--- src/rtl/acc_ctrl_cfg_seq.sv ---
// acc_ctrl_cfg_seq: AXI4-Lite master that writes config words, launches acc_ctrl
// and polls its status register until done or a poll limit is reached.
module acc_ctrl_cfg_seq #(
    parameter int C_ADDR_WIDTH = 32,
    parameter int C_DATA_WIDTH = 32,
    parameter logic [C_ADDR_WIDTH-1:0] BASE_ADDR = 32'h4000_0000,
    parameter int NUM_CFG = 4,
    parameter logic [C_ADDR_WIDTH-1:0] CTRL_OFF = 32'h20,
    parameter logic [C_ADDR_WIDTH-1:0] STAT_OFF = 32'h24,
    parameter int POLL_GAP = 16,
    parameter int POLL_MAX = 1024
) (
    input  logic                      ACLK,
    input  logic                      ARESETN,
    input  logic                      start,
    input  logic [NUM_CFG*32-1:0]     cfg_data,
    output logic                      busy,
    output logic                      done,
    output logic                      err,
    output logic [1:0]                err_code,
    output logic [C_ADDR_WIDTH-1:0]   m_axi_awaddr,
    output logic [2:0]                m_axi_awprot,
    output logic                      m_axi_awvalid,
    input  logic                      m_axi_awready,
    output logic [C_DATA_WIDTH-1:0]   m_axi_wdata,
    output logic [C_DATA_WIDTH/8-1:0] m_axi_wstrb,
    output logic                      m_axi_wvalid,
    input  logic                      m_axi_wready,
    input  logic [1:0]                m_axi_bresp,
    input  logic                      m_axi_bvalid,
    output logic                      m_axi_bready,
    output logic [C_ADDR_WIDTH-1:0]   m_axi_araddr,
    output logic [2:0]                m_axi_arprot,
    output logic                      m_axi_arvalid,
    input  logic                      m_axi_arready,
    input  logic [C_DATA_WIDTH-1:0]   m_axi_rdata,
    input  logic [1:0]                m_axi_rresp,
    input  logic                      m_axi_rvalid,
    output logic                      m_axi_rready
);
    localparam int IW = NUM_CFG > 1 ? $clog2(NUM_CFG) : 1;
    localparam int PW = $clog2(POLL_MAX + 1);
    localparam int GW = POLL_GAP > 1 ? $clog2(POLL_GAP) : 1;

    typedef enum logic [2:0] {IDLE, WR, WRESP, GAP, RADDR, RDATA, DONE, ERR} state_t;

    state_t            state, nxt;
    logic [31:0]       cfg_w [NUM_CFG];
    logic [31:0]       cfg_q [NUM_CFG];
    logic [IW-1:0]     idx, nidx;
    logic              ctrl_ph, last_cfg, last_poll, wr_fin, unused_rdata;
    logic [PW-1:0]     poll_cnt;
    logic [GW-1:0]     gap_cnt;

    for (genvar g = 0; g < NUM_CFG; g++) begin : g_cfg
        assign cfg_w[g] = cfg_data[32*g +: 32];
    end

    assign nidx          = idx + 1'b1;
    assign last_cfg      = idx == IW'(NUM_CFG - 1);
    assign last_poll     = poll_cnt == PW'(POLL_MAX - 1);
    assign wr_fin        = (!m_axi_awvalid || m_axi_awready) && (!m_axi_wvalid || m_axi_wready);
    assign unused_rdata  = ^m_axi_rdata[C_DATA_WIDTH-1:1];
    assign m_axi_awprot  = '0;
    assign m_axi_arprot  = '0;
    assign m_axi_wstrb   = '1;
    assign m_axi_bready  = state == WRESP;
    assign m_axi_rready  = state == RDATA;
    assign m_axi_arvalid = state == RADDR;
    assign m_axi_araddr  = m_axi_arvalid ? BASE_ADDR + STAT_OFF : '0;
    assign busy          = !(state inside {IDLE, DONE, ERR});
    assign done          = state == DONE;
    assign err           = state == ERR;

    always_comb begin
        nxt = state;
        case (state)
            IDLE:    nxt = start ? WR : IDLE;
            WR:      nxt = wr_fin ? WRESP : WR;
            WRESP:   nxt = !m_axi_bvalid ? WRESP : m_axi_bresp != 2'b00 ? ERR : ctrl_ph ? GAP : WR;
            GAP:     nxt = gap_cnt == GW'(POLL_GAP - 1) ? RADDR : GAP;
            RADDR:   nxt = m_axi_arready ? RDATA : RADDR;
            RDATA:   nxt = !m_axi_rvalid ? RDATA : m_axi_rresp != 2'b00 ? ERR :
                           m_axi_rdata[0] ? DONE : last_poll ? ERR : GAP;
            default: nxt = IDLE;
        endcase
    end

    always_ff @(posedge ACLK) begin
        if (!ARESETN) begin
            state         <= IDLE;
            m_axi_awvalid <= 1'b0;
            m_axi_wvalid  <= 1'b0;
            m_axi_awaddr  <= '0;
            m_axi_wdata   <= '0;
            err_code      <= '0;
            idx           <= '0;
            ctrl_ph       <= 1'b0;
            poll_cnt      <= '0;
            gap_cnt       <= '0;
            cfg_q         <= '{default: '0};
        end else begin
            state   <= nxt;
            gap_cnt <= (state == GAP && nxt == GAP) ? gap_cnt + 1'b1 : '0;
            if (state == IDLE && start) begin
                cfg_q         <= cfg_w;
                err_code      <= '0;
                idx           <= '0;
                ctrl_ph       <= 1'b0;
                m_axi_awvalid <= 1'b1;
                m_axi_wvalid  <= 1'b1;
                m_axi_awaddr  <= BASE_ADDR;
                m_axi_wdata   <= C_DATA_WIDTH'(cfg_w[0]);
            end
            if (state == WR) begin
                m_axi_awvalid <= m_axi_awvalid & ~m_axi_awready;
                m_axi_wvalid  <= m_axi_wvalid & ~m_axi_wready;
            end
            if (state == WRESP && m_axi_bvalid) begin
                if (m_axi_bresp != 2'b00) begin
                    err_code <= 2'b01;
                end else if (!ctrl_ph) begin
                    // After the last config word the same write path carries the start bit
                    m_axi_awvalid <= 1'b1;
                    m_axi_wvalid  <= 1'b1;
                    ctrl_ph       <= last_cfg;
                    idx           <= nidx;
                    m_axi_awaddr  <= last_cfg ? BASE_ADDR + CTRL_OFF : BASE_ADDR + C_ADDR_WIDTH'(4 * nidx);
                    m_axi_wdata   <= last_cfg ? C_DATA_WIDTH'(1) : C_DATA_WIDTH'(cfg_q[nidx]);
                end else begin
                    poll_cnt <= '0;
                end
            end
            if (state == RDATA && m_axi_rvalid) begin
                if (m_axi_rresp != 2'b00) begin
                    err_code <= 2'b10;
                end else if (!m_axi_rdata[0]) begin
                    poll_cnt <= poll_cnt + 1'b1;
                    if (last_poll)
                        err_code <= 2'b11;
                end
            end
        end
    end
endmodule

--- config.mk ---
export PLATFORM = sky130hd
export DESIGN_NAME = acc_ctrl_cfg_seq
export DESIGN_NICKNAME = d
export VERILOG_FILES = /design/src/rtl/acc_ctrl_cfg_seq.sv
export SDC_FILE = /design/constraint.sdc
export NUM_CORES = 1
export LEC_CHECK = 0
export BUFFER_PORTS_ARGS = -buffer_cell sky130_fd_sc_hd__buf_4
export CORE_MARGIN = 8
export CORE_UTILIZATION = 25
export CTS_BUF_LIST = sky130_fd_sc_hd__clkbuf_16
export DETAILED_ROUTE_END_ITERATION = 12
export SETUP_SLACK_MARGIN = 0.3
export SYNTH_ARGS = -nofsm -noshare
export SYNTH_HDL_FRONTEND = slang
export SYNTH_SLANG_ARGS = --single-unit
--- constraint.sdc ---
create_clock -name ACLK -period 2 [get_ports ACLK]
set_clock_uncertainty 0.1 [all_clocks]
set_input_delay 0.3 -clock ACLK [delete_from_list [all_inputs] [get_ports ACLK]]
set_output_delay 0.3 -clock ACLK [all_outputs]
set_load 0.02 [all_outputs]
==> key figures <==
Clocking
  – Total CTS buffers: 26
  – Htree depth: 1
  – Clk sinks: 217
  – TritonCTS clock tree: built
  – CTS Buffer Depth: 3
  – Clock Latency Late Sink: 530 ps
  – Clock root cell: clkbuf_16
  – Clk slew on worst S/H paths: 60 ps

Worst hold path
  – Worst min path class: in2reg

Critical path
  – CP arrival: 2360 ps
  – CP startpoint kind: flip-flop
  – Worst path cell trace: ha_4 -> buf_12 -> mux4_2 -> a222oi_1 -> nor2_1
  – Critical path launch point: idx[0]$_SDFF_PN0_
  – Reg2reg end: m_axi_wdata[9]$_SDFF_PN0_
  – Worst path top cell family by delay: multiplexers
  – R2R Setup Slk: -60 ps
  – Slowest CP cell: mux4_2
  – Crit path depth: 5
  – Crit Path Category: reg2reg
  – Worst setup EP type: flip-flop
  – Crit Path Max Fanout: 10
  – Reg2reg path depth: 5
  – Crit-path max cell delay: 510 ps
  – Setup crit end: m_axi_wdata[9]$_SDFF_PN0_
  – CP bufs+invs: 1
  – Worst R2R Start: idx[0]$_SDFF_PN0_
  – WP data required: 2300 ps

Power and ir drop
  – Leakage power: 0.00696 µW
  – Power Total: 19000 µW
  – Peak supply drop: 0.670 mV
  – Pwr per Cell Area: 1150 nW/µm²

Drt
  – First DRT Iteration DRCs: 589
  – Max Used Layer: met5
  – DRC viols: 0
  – Routed wl met3: 3.23 mm
  – Drt total wl: 39.1 mm
  – Vias: 9276
  – DRT antenna net count: 0
  – Met2 routed WL: 18.7 mm
  – WL met1: 15.8 mm
  – Router iterations before antenna repair: 7
  – Drt wl/cell: 20.4 µm
  – Vias per std cell: 4.84

Yosys
  – Compound-Gate Fraction of Synth Area: 13.0%
  – Post-synth top area share: 49.6%
  – Avg Synthesized Cell Area: 8.80 µm²
  – Synth top cells by count: nand2_1, dfxtp_1, a21oi_1, buf_4, clkbuf_1
  – Asr flop ratio synth: 0%
  – Mapped Cells: 995
  – Fraction of synthesized area in multiplexers: 8.23%
  – Unique masters post-synth: 44
  – Mapped cell area: 8760 µm²
  – Flops & latches, synth: 217
  – Simple-gate area share of the yosys netlist: 20.4%
  – Synth area leaders: dfxtp_1, nand2_1, a21oi_1
  – Yosys top cell by area: dfxtp_1
  – Post-synthesis sequential area ratio: 49.6%
  – YS warnings: 0
  – Most common cell in the netlist: nand2_1
  – Xor/xnor share of the synthesized area: 0.700%
  – Ys flop type: dfxtp_1
  – Largest family of logic cells by synthesized area: simple AND/OR/NAND/NOR gates
  – Post-synth EDFFs: 0
  – Synthesized-area fraction occupied by adder cells: 0.429%

GRT
  – Pin count of the biggest net entering global routing: 96
  – Vias in the first global route: 9364
  – Total gr overflow: 0
  – Total global-route track usage: 17.1%
  – Global-route wire length before repair: 55.2 mm
  – Initial antenna violation count: 4

Placed design
  – Setup WS pre-CTS: 44.7 ps
  – I/O Buffers: 217
  – GPL Wtd Cong: 0.795
  – HPWL Detailed: 19.2 mm

Layout
  – Layout area overhead: 88.7%
  – Layout cells sized above 1: 46.5%
  – Fillers: 2995
  – Core Util, Final: 47.8%
  – Final #Nets: 1614

STA
  – Setup violators final: 4
  – Slew Limit Fails: 0
  – FMAX: 485 MHz
  – Slew headroom: 59.6%
  – Hold Fails Final Rpt: 0
  – Minimum clock period: 2060 ps
  – Unrepaired setup endpoints after global routing: yes
  – Final WS setup: -60.4 ps
  – Actual slew at the worst max-slew pin: 606 ps
  – Crit share post-route: 103%

Outcome
  – Failing checks: setup timing
  – Run status: finished, violations left

Die
  – Core area: 34500 µm²
  – Initial Util: 25.3%
  – Die Y-Extent: 203 µm
  – Num ports: 288
  – Die Area: 41300 µm²
  – Die width: 203 µm
  – Cell row count: 68

Job
  – Max-cap viol count: 0
[power by group]
part / internal, µW / switching (µW) / total [µW]
Clock: 2820 / 1910 / 4730
Sequential: 4950 / 502 / 5450
Combinational: 4750 / 4030 / 8770
Total: 12500 / 6440 / 19000
[worst register-to-register path, delay by kind of cell, from the launching register on]
| family | cells | cell delay, ps |
|---|---|---|
| AOI/OAI and AO/OA | 1 | 420 |
| adders and majority gates | 1 | 310 |
| buffers and inverters | 1 | 160 |
| DFF | 1 | 350 |
| muxes | 1 | 520 |
| and+or+nand+nor | 1 | 70 |
[flip-flops by register name, indices dropped and copies added (netlist names)]
| signal | flops |
|---|---|
| idx | 2 |
| cfg_q | 128 |
| state | 3 |
| m_axi_wvalid | 1 |
| poll_cnt | 11 |
| ctrl_ph | 1 |
| m_axi_awvalid | 1 |
| m_axi_wdata | 32 |
| gap_cnt | 4 |
| m_axi_awaddr | 32 |
| err_code | 2 |
[layer usage]
| metal | vias to the layer above | track usage [%] |
|---|---|---|
| li1 | 4265 | - |
| met1 | 4490 | 21.1 |
| met2 | 427 | 28.7 |
| met3 | 92 | 4.65 |
| met4 | 2 | 5.72 |
| met5 | - | 0 |
[cell type report]
class	instances	area, µm²	share of cell area (%)
flip-flops and latches	217	4360	26.4
well taps	455	569	3.45
diodes	3	7.51	0.0454
multi-input cells	696	5160	31.3
inverters	5	25.0	0.151
clock inverters	21	174	1.05
clock buffers	27	676	4.09
repair buffers	493	5550	33.6
[kinds of logic (layout without fill, tap and decap cells)]
group	after synthesis	after routing
AO/OA/AOI/OAI	194	194
XOR/XNOR	7	7
adder cells (fa/ha/maj)	3	3
buffers and inverters	121	546
flip-flops	217	217
multiplexers	32	32
other	2	42
AND/OR/NAND/NOR	419	421
[worst min path at each step]
stage | startpoint | end | slack [ps] | depth (start not counted)
after floorplan | m_axi_rresp[1] | poll_cnt[10]$_SDFF_PN0_ | 300 | 1
after global placement | gap_cnt[0]$_SDFF_PN0_ | gap_cnt[0]$_SDFF_PN0_ | 330 | 1
after detailed placement | gap_cnt[0]$_SDFF_PN0_ | gap_cnt[0]$_SDFF_PN0_ | 340 | 1
after CTS | m_axi_rvalid | state[2]$_SDFF_PN0_ | 30 | 3
after global routing | m_axi_rdata[0] | poll_cnt[8]$_SDFF_PN0_ | 60 | 4
final | m_axi_rvalid | state[2]$_SDFF_PN0_ | 50 | 3
[placed cells by master, fill, tap and decap left out, drive strengths merged, types with 2 or more instances in the layout]
cell / n
nand3: 13
or2: 2
bufbuf: 2
nor3: 10
conb: 39
mux4: 32
a21oi: 144
inv: 6
clkbuf: 33
nor4b: 2
o41ai: 4
clkinv: 14
and3: 29
dlygate4sd3: 133
nand2: 307
and2: 2
ha: 3
nor2b: 2
bufinv: 3
nand4: 6
dfxtp: 217
o211ai: 3
o311a: 2
a311oi: 2
clkinvlp: 3
diode: 3
nand2b: 2
a222oi: 18
a31oi: 15
o21ai: 3
xor2: 6
nor3b: 3
nor2: 36
buf: 352
[stage by stage]
stage          std cells  hold slack [ps]  instance area (µm²)  TNS [ps]
3_3_place_gp        1620              330                10900         0
6_report            1917             54.4                16500      -110
5_1_grt             1917             62.8                16500      -787
2_1_floorplan       1032              298                 8960         0
4_1_cts             1887             26.4                15100         0
3_5_place_dp        1620              338                10900         0
[timing repair]
item,in CTS,in global routing
endpoints found under the setup margin,154,214
hold buffers,133,0
pin swaps,70,143
buffers inserted,47,19
resized for setup,135,275
cloned,39,8
hold endpoints to repair,163,0
Power figures use the tool's default switching activity.
